$ cat config.mk
export PLATFORM = sky130hd
export DESIGN_NAME = systolic_skew_feeder
export DESIGN_NICKNAME = d
export VERILOG_FILES = /design/src/rtl/systolic_skew_feeder.sv
export SDC_FILE = /design/constraint.sdc
export NUM_CORES = 1
export LEC_CHECK = 0
export BUFFER_PORTS_ARGS = -buffer_cell sky130_fd_sc_hd__buf_4
export CAP_MARGIN = 20
export CORE_MARGIN = 8
export CORE_UTILIZATION = 25
export DETAILED_ROUTE_END_ITERATION = 16
export HOLD_SLACK_MARGIN = 0.06
export SLEW_MARGIN = 0
export SYNTH_ARGS = -nofsm -noshare
export SYNTH_HDL_FRONTEND = slang
export SYNTH_SLANG_ARGS = --single-unit
$ cat constraint.sdc
create_clock -name clk -period 8.25 [get_ports clk]
set_clock_uncertainty 0.1 [all_clocks]
set_input_delay 0 -clock clk [delete_from_list [all_inputs] [get_ports clk]]
set_output_delay 0 -clock clk [all_outputs]
set_load 0.02 [all_outputs]
$ cat src/rtl/systolic_skew_feeder.sv
// Input stager for the systolic MAC array: FIFO-buffered column vectors re-timed into a diagonal wavefront.
// Optional statistics counters (stall_cnt, vec_cnt) are built only when SKEW_FEEDER_STATS_EN is defined.
//
// state  | meaning
// IDLE   | no tile open; first pop opens a tile
// STREAM | tile open; pop whenever the FIFO has data, else inject a bubble
// DRAIN  | last vector popped; wait for it to reach lane N-1, then pulse done
module systolic_skew_feeder #(
  parameter int N          = 4,
  parameter int DATA_W     = 16,
  parameter int FIFO_DEPTH = 8
) (
  input  logic                clk,
  input  logic                rst,
  input  logic                in_valid,
  output logic                in_ready,
  input  logic [N*DATA_W-1:0] in_data,
  input  logic                in_last,
  output logic [N*DATA_W-1:0] out_data,
  output logic [N-1:0]        out_valid,
  output logic                busy,
  output logic                done
`ifdef SKEW_FEEDER_STATS_EN
  ,
  output logic [31:0]         stall_cnt,
  output logic [31:0]         vec_cnt
`endif
);

  localparam int AW = $clog2(FIFO_DEPTH);
  localparam int CW = $clog2(N);
  localparam int EW = N*DATA_W + 1;

  typedef enum logic [1:0] {IDLE, STREAM, DRAIN} state_t;

  state_t              state;
  logic [CW-1:0]       drain_cnt;
  logic [EW-1:0]       mem [FIFO_DEPTH];
  logic [AW-1:0]       wr_ptr;
  logic [AW-1:0]       rd_ptr;
  logic [AW:0]         count;
  logic                fifo_full;
  logic                fifo_empty;
  logic                push;
  logic                pop;
  logic [EW-1:0]       head;
  logic                head_last;
  logic [N*DATA_W-1:0] head_data;

  assign fifo_full  = (count == (AW+1)'(FIFO_DEPTH));
  assign fifo_empty = (count == '0);
  assign in_ready   = !fifo_full && (state != DRAIN);
  assign busy       = (state != IDLE) || !fifo_empty;
  assign push       = in_valid && in_ready;
  // Pop uses the registered count, so a freshly written entry is visible one cycle later.
  assign pop        = (state != DRAIN) && !fifo_empty;
  assign head       = mem[rd_ptr];
  assign head_last  = head[EW-1];
  assign head_data  = head[EW-2:0];

  always_ff @(posedge clk) begin
    if (push) mem[wr_ptr] <= {in_last, in_data};
  end

  always_ff @(posedge clk) begin
    if (rst) begin
      wr_ptr <= '0;
      rd_ptr <= '0;
      count  <= '0;
    end else begin
      if (push) wr_ptr <= wr_ptr + 1'b1;
      if (pop)  rd_ptr <= rd_ptr + 1'b1;
      if (push && !pop)      count <= count + 1'b1;
      else if (pop && !push) count <= count - 1'b1;
    end
  end

  always_ff @(posedge clk) begin
    if (rst) begin
      state     <= IDLE;
      drain_cnt <= '0;
      done      <= 1'b0;
    end else begin
      // done is registered one cycle early so it coincides with drain_cnt reaching 0.
      done <= (state == DRAIN) && (drain_cnt == CW'(1));
      case (state)
        IDLE: begin
          if (pop) begin
            if (head_last) begin
              state     <= DRAIN;
              drain_cnt <= CW'(N-1);
            end else begin
              state <= STREAM;
            end
          end
        end
        STREAM: begin
          if (pop && head_last) begin
            state     <= DRAIN;
            drain_cnt <= CW'(N-1);
          end
        end
        DRAIN: begin
          if (drain_cnt == '0) state <= IDLE;
          else                 drain_cnt <= drain_cnt - 1'b1;
        end
        default: state <= IDLE;
      endcase
    end
  end

  for (genvar i = 0; i < N; i++) begin : g_lane
    logic [DATA_W-1:0] d_q [i+1];
    logic [i:0]        v_q;

    always_ff @(posedge clk) begin
      if (rst) begin
        for (int k = 0; k <= i; k++) d_q[k] <= '0;
        v_q <= '0;
      end else begin
        d_q[0] <= pop ? head_data[i*DATA_W +: DATA_W] : '0;
        v_q[0] <= pop;
        for (int k = 1; k <= i; k++) begin
          d_q[k] <= d_q[k-1];
          v_q[k] <= v_q[k-1];
        end
      end
    end

    assign out_data[i*DATA_W +: DATA_W] = d_q[i];
    assign out_valid[i]                 = v_q[i];
  end

`ifdef SKEW_FEEDER_STATS_EN
  always_ff @(posedge clk) begin
    if (rst) begin
      stall_cnt <= '0;
      vec_cnt   <= '0;
    end else begin
      if (pop && vec_cnt != 32'hFFFF_FFFF) vec_cnt <= vec_cnt + 1'b1;
      if (state == STREAM && fifo_empty && stall_cnt != 32'hFFFF_FFFF)
        stall_cnt <= stall_cnt + 1'b1;
    end
  end
`endif

endmodule

==> Word-level counts from Yosys, hierarchy flattened <==
Memory sizes are Yosys's and may differ from the RTL's. A register that Yosys moved wholly into a read port is not among the register bits.
Index checks and enable logic that the tools add are counted.
{ "classes": {"n_eq_ne": 10, "bitwise_logic": 9, "mux": 34, "add_sub_neg": 5, "n_reduce_logical": 21} }
{ "ops": {"columns": ["op", "count"], "rows": [
  ["$mux 16", 14],
  ["$mux 2", 8],
  ["$reduce_or 16->1", 1],
  ["$pmux 2 s3", 2],
  ["$ne 2x2->1 const B", 5],
  ["$or 1x1->1", 9],
  ["$mux 4", 2],
  ["$logic_and 1x1->1", 7],
  ["$add 3x1->3 const B", 2],
  ["$mux 1", 6],
  ["$mux 3", 2],
  ["$reduce_and 5->1", 1],
  ["$add 4x1->4 const B", 1],
  ["$eq 2x1->1 const B", 2],
  ["$eq 4x4->1 const B", 1],
  ["$logic_not 1->1", 4],
  ["$logic_not 2->1", 2],
  ["$logic_not 4->1", 1],
  ["$reduce_bool 2->1", 2],
  ["$sub 4x1->4 const B", 1],
  ["$reduce_and 3->1", 1],
  ["$reduce_bool 3->1", 1],
  ["$eq 2x2->1 const B", 1],
  ["$ne 2x1->1 const B", 1],
  ["other kinds (2)", 2]
]} }
{ "word_totals": {"ramBits": 680, "mem_count": 5, "out_inout_bits": 71, "input_bits": 68, "reg_bits": 25, "word_cells": 94} }
{ "memory_table": {"columns": ["memory", "words", "width", "rd", "rd_ports_with_merged_regs", "wr", "line_no", "text"], "rows": [
  ["mem", 8, 65, 1, 1, 1, "38", "logic [EW-1:0] mem [FIFO_DEPTH];"],
  ["g_lane[3].d_q", 4, 16, 4, 0, 4, "113", "logic [DATA_W-1:0] d_q [i+1];"],
  ["g_lane[2].d_q", 3, 16, 3, 0, 3, "113", null],
  ["g_lane[1].d_q", 2, 16, 2, 0, 2, "113", null],
  ["g_lane[0].d_q", 1, 16, 1, 0, 1, "113", null]
]} }

==> Depth between registers and ports, before layout <==
{ "depth": {"word_depth": 8, "mapped_depth": 11, "ltp_nobuf": 11} }

==> Worst setup path after synthesis <==
OpenSTA, ideal clock, no wires.
{ "synth_timing": {"path_type": "reg-to-reg", "start": "register count[0]", "end": "memory mem[0][0] (netlist name) (enable)", "synth_period_minus_slack_ns": 7.982, "t_arrival_ns": 7.233, "n_path_buf": 0, "stages_incl_launch_ff": 5, "required_ns": 7.502, "slack_ns": 0.268, "setup_ns": 0.648, "cell_sequence": "dfxtp_1 -> nor4b_1 -> nor2_1 -> nand2_1 -> nor4_1"} }
{ "synth_between": {"elab_chain_len": 6} }
{ "synth_rtl": {"columns": ["element", "line_no", "text"], "rows": [
  ["start, declared", "41", "logic [AW:0] count;"],
  ["start signal, assigned", "73", "if (push && !pop) count <= count + 1'b1;"],
  ["start signal, assigned", "74", "else if (pop && !push) count <= count - 1'b1;"],
  ["$eq 4x4->1", "50", "assign fifo_full = (count == (AW+1)'(FIFO_DEPTH));"],
  ["$logic_not 1->1", "52", "assign in_ready = !fifo_full && (state != DRAIN);"],
  ["$logic_and 1x1->1", "52", null],
  ["via in_ready", "16", "output logic in_ready,"],
  ["$logic_and 1x1->1", "54", "assign push = in_valid && in_ready;"],
  ["$mux 1", "62", "if (push) mem[wr_ptr] <= {in_last, in_data};"],
  ["$mux 1 (not written as such)", "62", null],
  ["end, declared", "38", null]
]} }
The timed path passes the listed nets, and every way through them passes these cells.

==> results.txt <==
----------------------------------------------------
[Detailed routing]
  Post-route DRC ... 0
  Antenna Violating Nets Remaining ... 0
  Detailed Routing Iterations Pass 1 ... 5
  Overall routed net length ... 53.0 mm
  DR top layer ... met5
  Vias per Instance ... 4.09
  First-iteration detailed-routing DRC count ... 699
  WL met2 ... 25.8 mm
  Detail Route met3 WL ... between 2 and 3 mm
  Overall via count from detail_route ... 11600
  Met1 Routed Length ... 23.1 mm
  WL/cell ... 18.7 um

[Pwr]
  Pwr per Cell Area ... 315 nW/um^2
  Peak supply drop ... about 200 uV
  Static leakage power ... 10.1 nW

[GRT]
  Pin count of the biggest net entering global routing ... 75
  Global routing usage summed across all routing layers ... 9.53%
  Wire length of the first global-routing pass ... 80.1 mm
  Grt total ovfl ... 0
  Vias in the first global route ... ~13000
  Initial antenna violation count ... 11

[Synth]
  Per-instance average area after synthesis ... 20.1 um^2
  Summed instance area of the synthesized netlist ... 24900 um^2
  Yosys cell types ... between 40 and 50
  Synthesized instance count ... 1240
  Largest area contributor in the netlist ... sky130_fd_sc_hd__edfxtp_1
  Number of synthesized register bits ... 702
  Synth Area in Adders ... less than 1%
  Proportion of synthesized chip area in sequential cells ... 77.4%
  Most frequent cells after synthesis ... sky130_fd_sc_hd__edfxtp_1 (520), sky130_fd_sc_hd__dfxtp_1 (182), sky130_fd_sc_hd__mux4_2 (127), sky130_fd_sc_hd__nor2b_1 (103), sky130_fd_sc_hd__nor2_1 (84)
  Area fraction in compound gates after synthesis ... 0.407%
  Synthesized-area fraction occupied by and/or/nand/nor cells ... 4.53%
  Dominant combinational cell family by area after synthesis ... multiplexers
  Top cells by area in the synthesized netlist ... sky130_fd_sc_hd__edfxtp_1 (63%), sky130_fd_sc_hd__dfxtp_1 (15%), sky130_fd_sc_hd__mux4_2 (11%)
  Top_reg_cell synth ... sky130_fd_sc_hd__edfxtp_1
  Synth async-reset ratio ... 0%
  Most instantiated library cell after synthesis ... sky130_fd_sc_hd__edfxtp_1
  Syn_nets ... 1316
  Proportion of synthesized area in mux cells ... 14.5%
  Xor/xnor share of the synthesized area ... 0.211%
  Number of warning messages in the yosys log ... 0
  Number of flops mapped to enable cells by yosys ... 520
  Yosys top cell area share ... 62.8%

[Worst hold path]
  Hold wc startpoint ... in_data[14]
  Worst min-delay path class ... in2reg

[Setup path]
  Critical path data arrival time ... 3380 ps
  Largest fanout of any net on the critical path ... 46
  Crit Path Class ... reg2reg
  CP Launch Type ... register
  Required arrival time at the worst endpoint ... 8630 ps
  Kind of capture point of the worst setup path ... register

[Layout]
  Non-filler cells, final ... approximately 2800
  Post-route cell area ... 30800 um^2
  Layout cell share with drive strength beyond 1 ... a little over a quarter
  Number of nets in the final layout ... 1567
  P&R area growth vs syn ... 23.8%

[CTS]
  Clock-pin transition on the worst setup and hold timing paths ... 60 ps
  Maximum buffer depth of the clock tree ... 3
  Clk sink count ... around 700
  Number of resized instances in the post-cts repair step ... 0
  Number of setup buffers added after CTS ... 0
  Cts bufs inserted ... 75
  Level count of the clock H-tree ... 3
  CTS root buf ... sky130_fd_sc_hd__clkbuf_16
  Clock insertion delay at the later pin of the skew report ... 620 ps
  CTS tree ... yes

[Place]
  Last weighted congestion value of the routability-driven placer ... 0.671
  Instance count after placement with tap cells included ... roughly 2600
  Cell Area, Placed ... between 20000 and 30000 um^2
  Count of buffers inserted at the top-level ports ... approximately 140
  Final HPWL DP ... between 20 and 30 mm

[Timing]
  Portion of the clock cycle consumed by the worst path in the final layout ... 36.4%
  Final critical-path required period ... 3000 ps
  Max-slew violation count ... 0
  Max-slew headroom ... 23.1%
  Max frequency ... 0.333 GHz
  Summed negative setup slack over all endpoints ... 0 ps
  Hold Fails Final Rpt ... 0
  Transition time at the pin with the least slew margin ... 1150 ps
  Setup repair after global routing missed its margin ... no
  Setup-violating endpoint count in the final report ... 0

[Floorplan]
  Die H ... 331 um
  Die extent in x ... 331 um
  Floorplan die area ... 110000 um^2
  Core region area ... 98600 um^2
  Number of top-level pins ... 139
  Starting density of the core ... about a quarter
  Number of placement rows ... 115

[Flow run]
  Max-cap check violation count ... 0

[Status]
  Outcome ... complete, no violations

----------------------------------------------------
logic make-up after synthesis:
family	after synthesis
flops	702
compound gates	13
fa+ha+maj	8
simple gates	216
xor+xnor	6
buf+inv	96
mux	199
worst paths after layout:
path                         end  slack, ps  cells past startpoint
min reg2reg  g_lane[3].d_q[3][6]        330                      1
min                   mem[1][14]        100                      2
max reg2reg         drain_cnt[0]       5250                      4
max                 drain_cnt[0]       5250                      4
metal layers:
layer	global-route usage, %	up-vias
met2	15.9	263
met4	3.78	8
met5	0	-
li1	-	5270
met3	2.05	89
met1	12.0	5992
sequential cells by signal, indices dropped and copies added (netlist names), named ones only:
register    cells
mem           520
drain_cnt       2
rd_ptr          3
g_lane.v_q      4
wr_ptr          3
state           2
done            1
g_lane.d_q    160
count           4
critical path: stages, from the launching register on:
cell and delay, ps:
sky130_fd_sc_hd__dfxtp_4 840, sky130_fd_sc_hd__buf_4 830, sky130_fd_sc_hd__mux2_2 420, sky130_fd_sc_hd__o311ai_2 450, sky130_fd_sc_hd__o21ai_1 160
power breakdown:
group / switching [mW] / internal, mW / leakage, nW
combinational: 0.902 / 0.918 / 2.68
sequential: 0.259 / 4.24 / 6.20
clock: 1.37 / 2.02 / 1.23
total: 2.53 / 7.18 / 10.1
timing repair:
action,4_1_cts,5_1_grt
endpoints found under the hold margin,578,0
endpoints found under the setup margin,0,0
hold buffers,104,0
per-stage QoR:
step                      power [mW]  worst slack (ps)  utilization [%]  hold WS [ps]
final                           9.71              5250             31.2          99.6
after global routing            10.2              4940             31.2          74.1
after CTS                       9.90              5050             31.2          60.5
after detailed placement        6.42              5060             27.6           133
after global placement          6.39              5120             27.5           126
after floorplan                 5.90               268                -         -1.13
final cells by class:
cell class	instances	area [um^2]
fillers	9416	67800
flip-flops and latches	702	19300
multi-input cells	442	5040
repair buffers	264	2320
clock buffers	109	2190
well taps	1287	1610
clock inverters	28	329
inverters	6	22.5
diodes	4	10.0
placed cells by master, fill, tap and decap left out, drive strengths merged, types with 3 or more instances in the layout:
| cell type | Yosys | layout |
|---|---|---|
| bufinv | 0 | 5 |
| xnor2 | 4 | 4 |
| dfxtp | 182 | 182 |
| nand2b | 4 | 4 |
| nor2b | 103 | 103 |
| mux2i | 69 | 69 |
| clkinv | 0 | 16 |
| a21oi | 4 | 4 |
| nand3 | 3 | 3 |
| mux4 | 128 | 128 |
| ha | 7 | 7 |
| diode | 0 | 4 |
| nand2 | 6 | 6 |
| inv | 6 | 11 |
| buf | 73 | 160 |
| dlygate4sd3 | 0 | 104 |
| nor3 | 7 | 7 |
| edfxtp | 520 | 520 |
| clkbuf | 17 | 109 |
| nor2 | 84 | 84 |
Note: power is estimated with default switching activity, not from simulation.
